===== src/rtl/id_ex_skid_reg.sv =====
// id_ex_skid_reg: ID->EX pipeline register with valid/ready handshake, flush
// and an optional 2-entry skid buffer. When SKID=1, in_ready is registered, so
// there is no combinational path from out_ready to in_ready. All state changes
// happen on the falling edge of clk. stall_cnt counts back-pressure edges and
// saturates.
module id_ex_skid_reg #(
  parameter int DATA_W = 32,
  parameter int REG_W  = 5,
  parameter int SKID   = 1,
  parameter int CNT_W  = 16
) (
  input  logic              clk,
  input  logic              rst,
  input  logic              flush,
  input  logic              in_valid,
  output logic              in_ready,
  input  logic [DATA_W-1:0] dato_a,
  input  logic [DATA_W-1:0] dato_b,
  input  logic [REG_W-1:0]  shamt,
  input  logic [REG_W-1:0]  rd,
  input  logic [REG_W-1:0]  rt,
  output logic              out_valid,
  input  logic              out_ready,
  output logic [DATA_W-1:0] dato_a_out,
  output logic [DATA_W-1:0] dato_b_out,
  output logic [REG_W-1:0]  shamt_out,
  output logic [REG_W-1:0]  rd_out,
  output logic [REG_W-1:0]  rt_out,
  output logic [CNT_W-1:0]  stall_cnt
);

  // A bundle is packed as {dato_a, dato_b, shamt, rd, rt}.
  localparam int BW = 2 * DATA_W + 3 * REG_W;

  typedef enum logic [1:0] {
    EMPTY = 2'd0,
    FULL  = 2'd1,
    SKIDF = 2'd2
  } state_t;

  state_t           state_q, state_d;
  logic [BW-1:0]    main_q, main_d;
  logic [BW-1:0]    skid_q, skid_d;
  logic             in_ready_q, in_ready_d;
  logic [CNT_W-1:0] stall_q, stall_d;

  logic [BW-1:0]    in_bundle;
  logic             in_fire;
  logic             out_fire;

  assign in_bundle = {dato_a, dato_b, shamt, rd, rt};
  assign out_valid = (state_q != EMPTY);
  // With SKID=1, in_ready comes from a register. With SKID=0, the stage can
  // accept new data whenever it is empty or is being drained in this cycle.
  assign in_ready  = (SKID != 0) ? in_ready_q : (!out_valid || out_ready);
  assign in_fire   = in_valid && in_ready;
  assign out_fire  = out_valid && out_ready;

  // The data outputs come only from the main register, so no input reaches
  // them combinationally.
  assign {dato_a_out, dato_b_out, shamt_out, rd_out, rt_out} = main_q;
  assign stall_cnt = stall_q;

  // Next-state logic: fill and drain the main and skid entries. Flush takes
  // priority over normal flow.
  always_comb begin
    state_d = state_q;
    main_d  = main_q;
    skid_d  = skid_q;
    stall_d = stall_q;

    if (out_valid && !out_ready && (stall_q != {CNT_W{1'b1}})) begin
      stall_d = stall_q + 1'b1;
    end

    unique case (state_q)
      EMPTY: begin
        if (in_fire) begin
          state_d = FULL;
          main_d  = in_bundle;
        end
      end
      FULL: begin
        if (SKID != 0) begin
          if (in_fire && !out_fire) begin
            state_d = SKIDF;
            skid_d  = in_bundle;
          end else if (in_fire && out_fire) begin
            main_d = in_bundle;
          end else if (out_fire) begin
            state_d = EMPTY;
          end
        end else begin
          if (in_fire) begin
            main_d = in_bundle;
          end else if (out_fire) begin
            state_d = EMPTY;
          end
        end
      end
      SKIDF: begin
        if (out_fire) begin
          state_d = FULL;
          main_d  = skid_q;
        end
      end
      default: begin
        state_d = EMPTY;
      end
    endcase

    // Flush drops the stored bundle and any bundle offered on the same edge.
    // The data outputs keep their last values.
    if (flush) begin
      state_d = EMPTY;
      main_d  = main_q;
      skid_d  = skid_q;
    end

    in_ready_d = (state_d != SKIDF);
  end

  // State register. Updates on the falling edge, with synchronous reset.
  always_ff @(negedge clk) begin
    if (rst) begin
      state_q    <= EMPTY;
      main_q     <= '0;
      skid_q     <= '0;
      in_ready_q <= 1'b1;
      stall_q    <= '0;
    end else begin
      state_q    <= state_d;
      main_q     <= main_d;
      skid_q     <= skid_d;
      in_ready_q <= in_ready_d;
      stall_q    <= stall_d;
    end
  end

endmodule

===== config.mk =====
export PLATFORM = sky130hd
export DESIGN_NAME = id_ex_skid_reg
export DESIGN_NICKNAME = d
export VERILOG_FILES = /design/src/rtl/id_ex_skid_reg.sv
export SDC_FILE = /design/constraint.sdc
export NUM_CORES = 1
export LEC_CHECK = 0
export BUFFER_PORTS_ARGS = -buffer_cell sky130_fd_sc_hd__buf_2
export CAP_MARGIN = 5
export CORE_UTILIZATION = 25
export DETAILED_ROUTE_END_ITERATION = 8
export HOLD_SLACK_MARGIN = 0.08
export PLACE_DENSITY = 0.41
export SLEW_MARGIN = 20
export SYNTH_ARGS = -nofsm -noshare
export SYNTH_HDL_FRONTEND = slang
export SYNTH_SLANG_ARGS = --single-unit

===== constraint.sdc =====
create_clock -name clk -period 2.08 [get_ports clk]
set_input_delay 0 -clock clk [delete_from_list [all_inputs] [get_ports clk]]
set_output_delay 0 -clock clk [all_outputs]
set_load 0.02 [all_outputs]

==> flow_summary.yaml <==
run_status:
  status: "complete, but fails checks"
  violations: "negative setup slack"
finish:
  syn2layout_area_growth_pct: 43.2
  seqCellArea_um2: 3570
  nNetsFinal: 1249
  final_util: 0.365
  layout-drive-gt1-share: 0.238
  antenna_cells: 0
  fillers: 3009
  multi_input_area_um2: 3290
synthesis:
  yosys.area_share.simple: 0.172
  synth_compound_area_frac: 0.156
  synth_top_area_share: 0.500
  synth_seq_area_share: 0.500
  synth_edf_count: 0
  synth-main-ff-cell: "dfxtp_1"
  synthesis.nets: 896
  synth_xor_area_frac: 0.0124
  yosysTopAreaCell: "dfxtp_1"
  yosysWarnings: 0
  synthMuxAreaShare: 0.116
  synth_cell_type_count: 39
  yosysMostFrequentCell: "dfxtp_1"
  syn_inst: 811
  synth.area.top_cells: "dfxtp_1 50%, mux2i_1 11%, nand2_1 8.9%"
  synth_seq_cells: 177
  avgSynthCellArea_um2: 8.74
  ys_async_sr_fraction: 0
  synth_top_family_by_area: "simple AND/OR/NAND/NOR gates"
  synth_common_cells: "177 x dfxtp_1, 168 x nand2_1, 98 x nor2_1, 82 x a21oi_1, 81 x mux2i_1"
  synth_area_um2: 7090
  synth_fa_ha_area_frac: 0.00176
worst_setup_path:
  timing.rr.start: "state_q[1]"
  crit_path_end_kind: "output pin"
  path_delay_family: "flip-flops"
  crit_required_ps: 2080
  start_kind: "flip-flop"
  critPathMaxFanout: 2
  crit_start: "state_q[1]"
  crit_path_max_incr_delay_ps: 300
  r2r_slack_ps: 350
  slowest_stage: "dfxtp_1"
  criticalPathCategory: "flip-flop to output pin"
  path_cells: "or2_4 -> buf_6"
  path_buf_inv: 1
  arrival_ps: 2160
route:
  first_pass_iters: 4
  vias: 6753
  routed_wl_um: 20000
  ant_nets: 0
  drt_iter0_drc: 295
  drt_drc_violations_left: 0
  vias_per_cell: 4.34
  wire_per_inst_um: 12.8
power:
  switching_share: 0.322
  p_per_area_nw_per_um2: 895
  intPower_uw: 6170
  finalPower_uw: 9090
  ir_drop_uv: 375
  clkPwrFrac: 0.509
  cellLeakagePower_uw: 0.00516
  switchingPower_uw: 2920
  p_seq_frac: 0.398
  share_comb_of_total_power: 0.093
worst_hold_path:
  hold_path.class: "flip-flop to flip-flop"
  worstHoldStart: "skid_q[19]"
grt:
  overflow: 0
  antenna_found_initial: 1
  grt_max_degree: 89
  grt_pass1_vias: 6541
  grt_pass1_wl_um: 31500
  grt_usage: 0.137
placement:
  io_buffers: 180
  place.gp.congestion: 0.711
  dp_hpwl_um: 12600
cts:
  holdBufCountCts: 0
  path_clk_slew_ps: 30
  clk_latency_ps: 460
  tritoncts: "yes"
  htreeDepth: 4
  clock-sinks: 177
  numCtsBuffers: 17
  clock_path_buffers: 2
  clockRootBuffer: "clkbuf_16"
floorplanning:
  placementRows: 61
  die_x_um: 170
  chipHeight_um: 170
  dieArea_um2: 29000
  start_util: 0.254
  coreArea_um2: 27900
  pin_count: 181
sta:
  final_max_slew_viol_count: 0
  setup_tns_ps: -80.8
  setup-violations-final: 1
  finalWorstSetupSlack_ps: -80.8
  clock_skew_ps: 16.4
  slew_headroom: 0.705
  hold_ws_ps: 448
  grt_setup_unrepaired: "yes"
  hold_violations: 0
  worst_pin_slew_ps: 442
run:
  drv_cap: 0
per-stage QoR:
stage	area, µm²	worst slack [ps]	std cells
finish	10200	-80.8	1555
detailed placement	8730	-422	1344
floorplan	7180	-160	811
global route	10200	-123	1555
global placement	8730	-355	1344
CTS	10000	-108	1552
state kept, by name (all words and copies together), names as in the netlist:
register and flops:
state_q 2, main_q 79, in_ready 1, skid_q 79, stall_cnt 16
path summary, 6_finish.rpt:
kind                end  depth (start not counted)
min reg2reg  skid_q[19]                          2
min          skid_q[19]                          2
max           out_valid                          2
max reg2reg  main_q[77]                          7
placed cells by master, fill, tap and decap left out, types with 7 or more instances in the layout:
master     count
dfxtp_1      162
buf_2        159
dfxtp_2       10
buf_12        18
nand3_1        8
mux2i_1       81
nor2_1        98
buf_4         37
clkbuf_16     19
a21oi_1       82
nand2_1      167
nor3_1         7
a211oi_1      79
inv_1        179
kinds of logic (layout without fill, tap and decap cells):
| logic type | Yosys count | count (layout) |
|---|---|---|
| flip-flops | 177 | 177 |
| AND/OR/NAND/NOR | 302 | 302 |
| AO/OA/AOI/OAI | 174 | 174 |
| multiplexers | 82 | 82 |
| XOR/XNOR | 10 | 10 |
| adder cells (fa/ha/maj) | 1 | 1 |
| buffers and inverters | 65 | 431 |
layout make-up:
type / count / area share
sequential: 177 / 0.352
multi-input combinational: 569 / 0.324
timing repair buffer: 221 / 0.152
clock inverter: 192 / 0.0830
tap: 378 / 0.0466
clock buffer: 17 / 0.0419
inverter: 1 / 0.000370
tightest hold or removal path, delay by kind of cell (launching register included):
family | cells | cell delay, ps
compound gates | 1 | 50
flops | 1 | 300
simple gates | 1 | 50
what timing repair did:
action	4_1_cts	5_1_grt
endpoints found under the setup margin	13	22
setup buffers	0	1
endpoints found under the hold margin	0	0
gates resized for setup	21	24
pin swaps	1	2
gates cloned	0	2
layer usage:
metal  wire length (µm)  global-route usage  vias to the layer above
li1                   -                   -                     3512
met3               1440              0.0733                       25
met2               9070               0.204                      194
met1               9160               0.157                     3020
met5                 17                   0                        -
met4                265              0.0721                        2
power by group through the flow:
stage               clock, µW  combinational, µW  sequential (µW)
floorplan                 517                339             3800
global placement          517                828             3670
detailed placement        517                831             3670
CTS                      4920                835             3620
global route             5320                933             3620
finish                   4630                845             3610
Power figures use the tool's default switching activity.
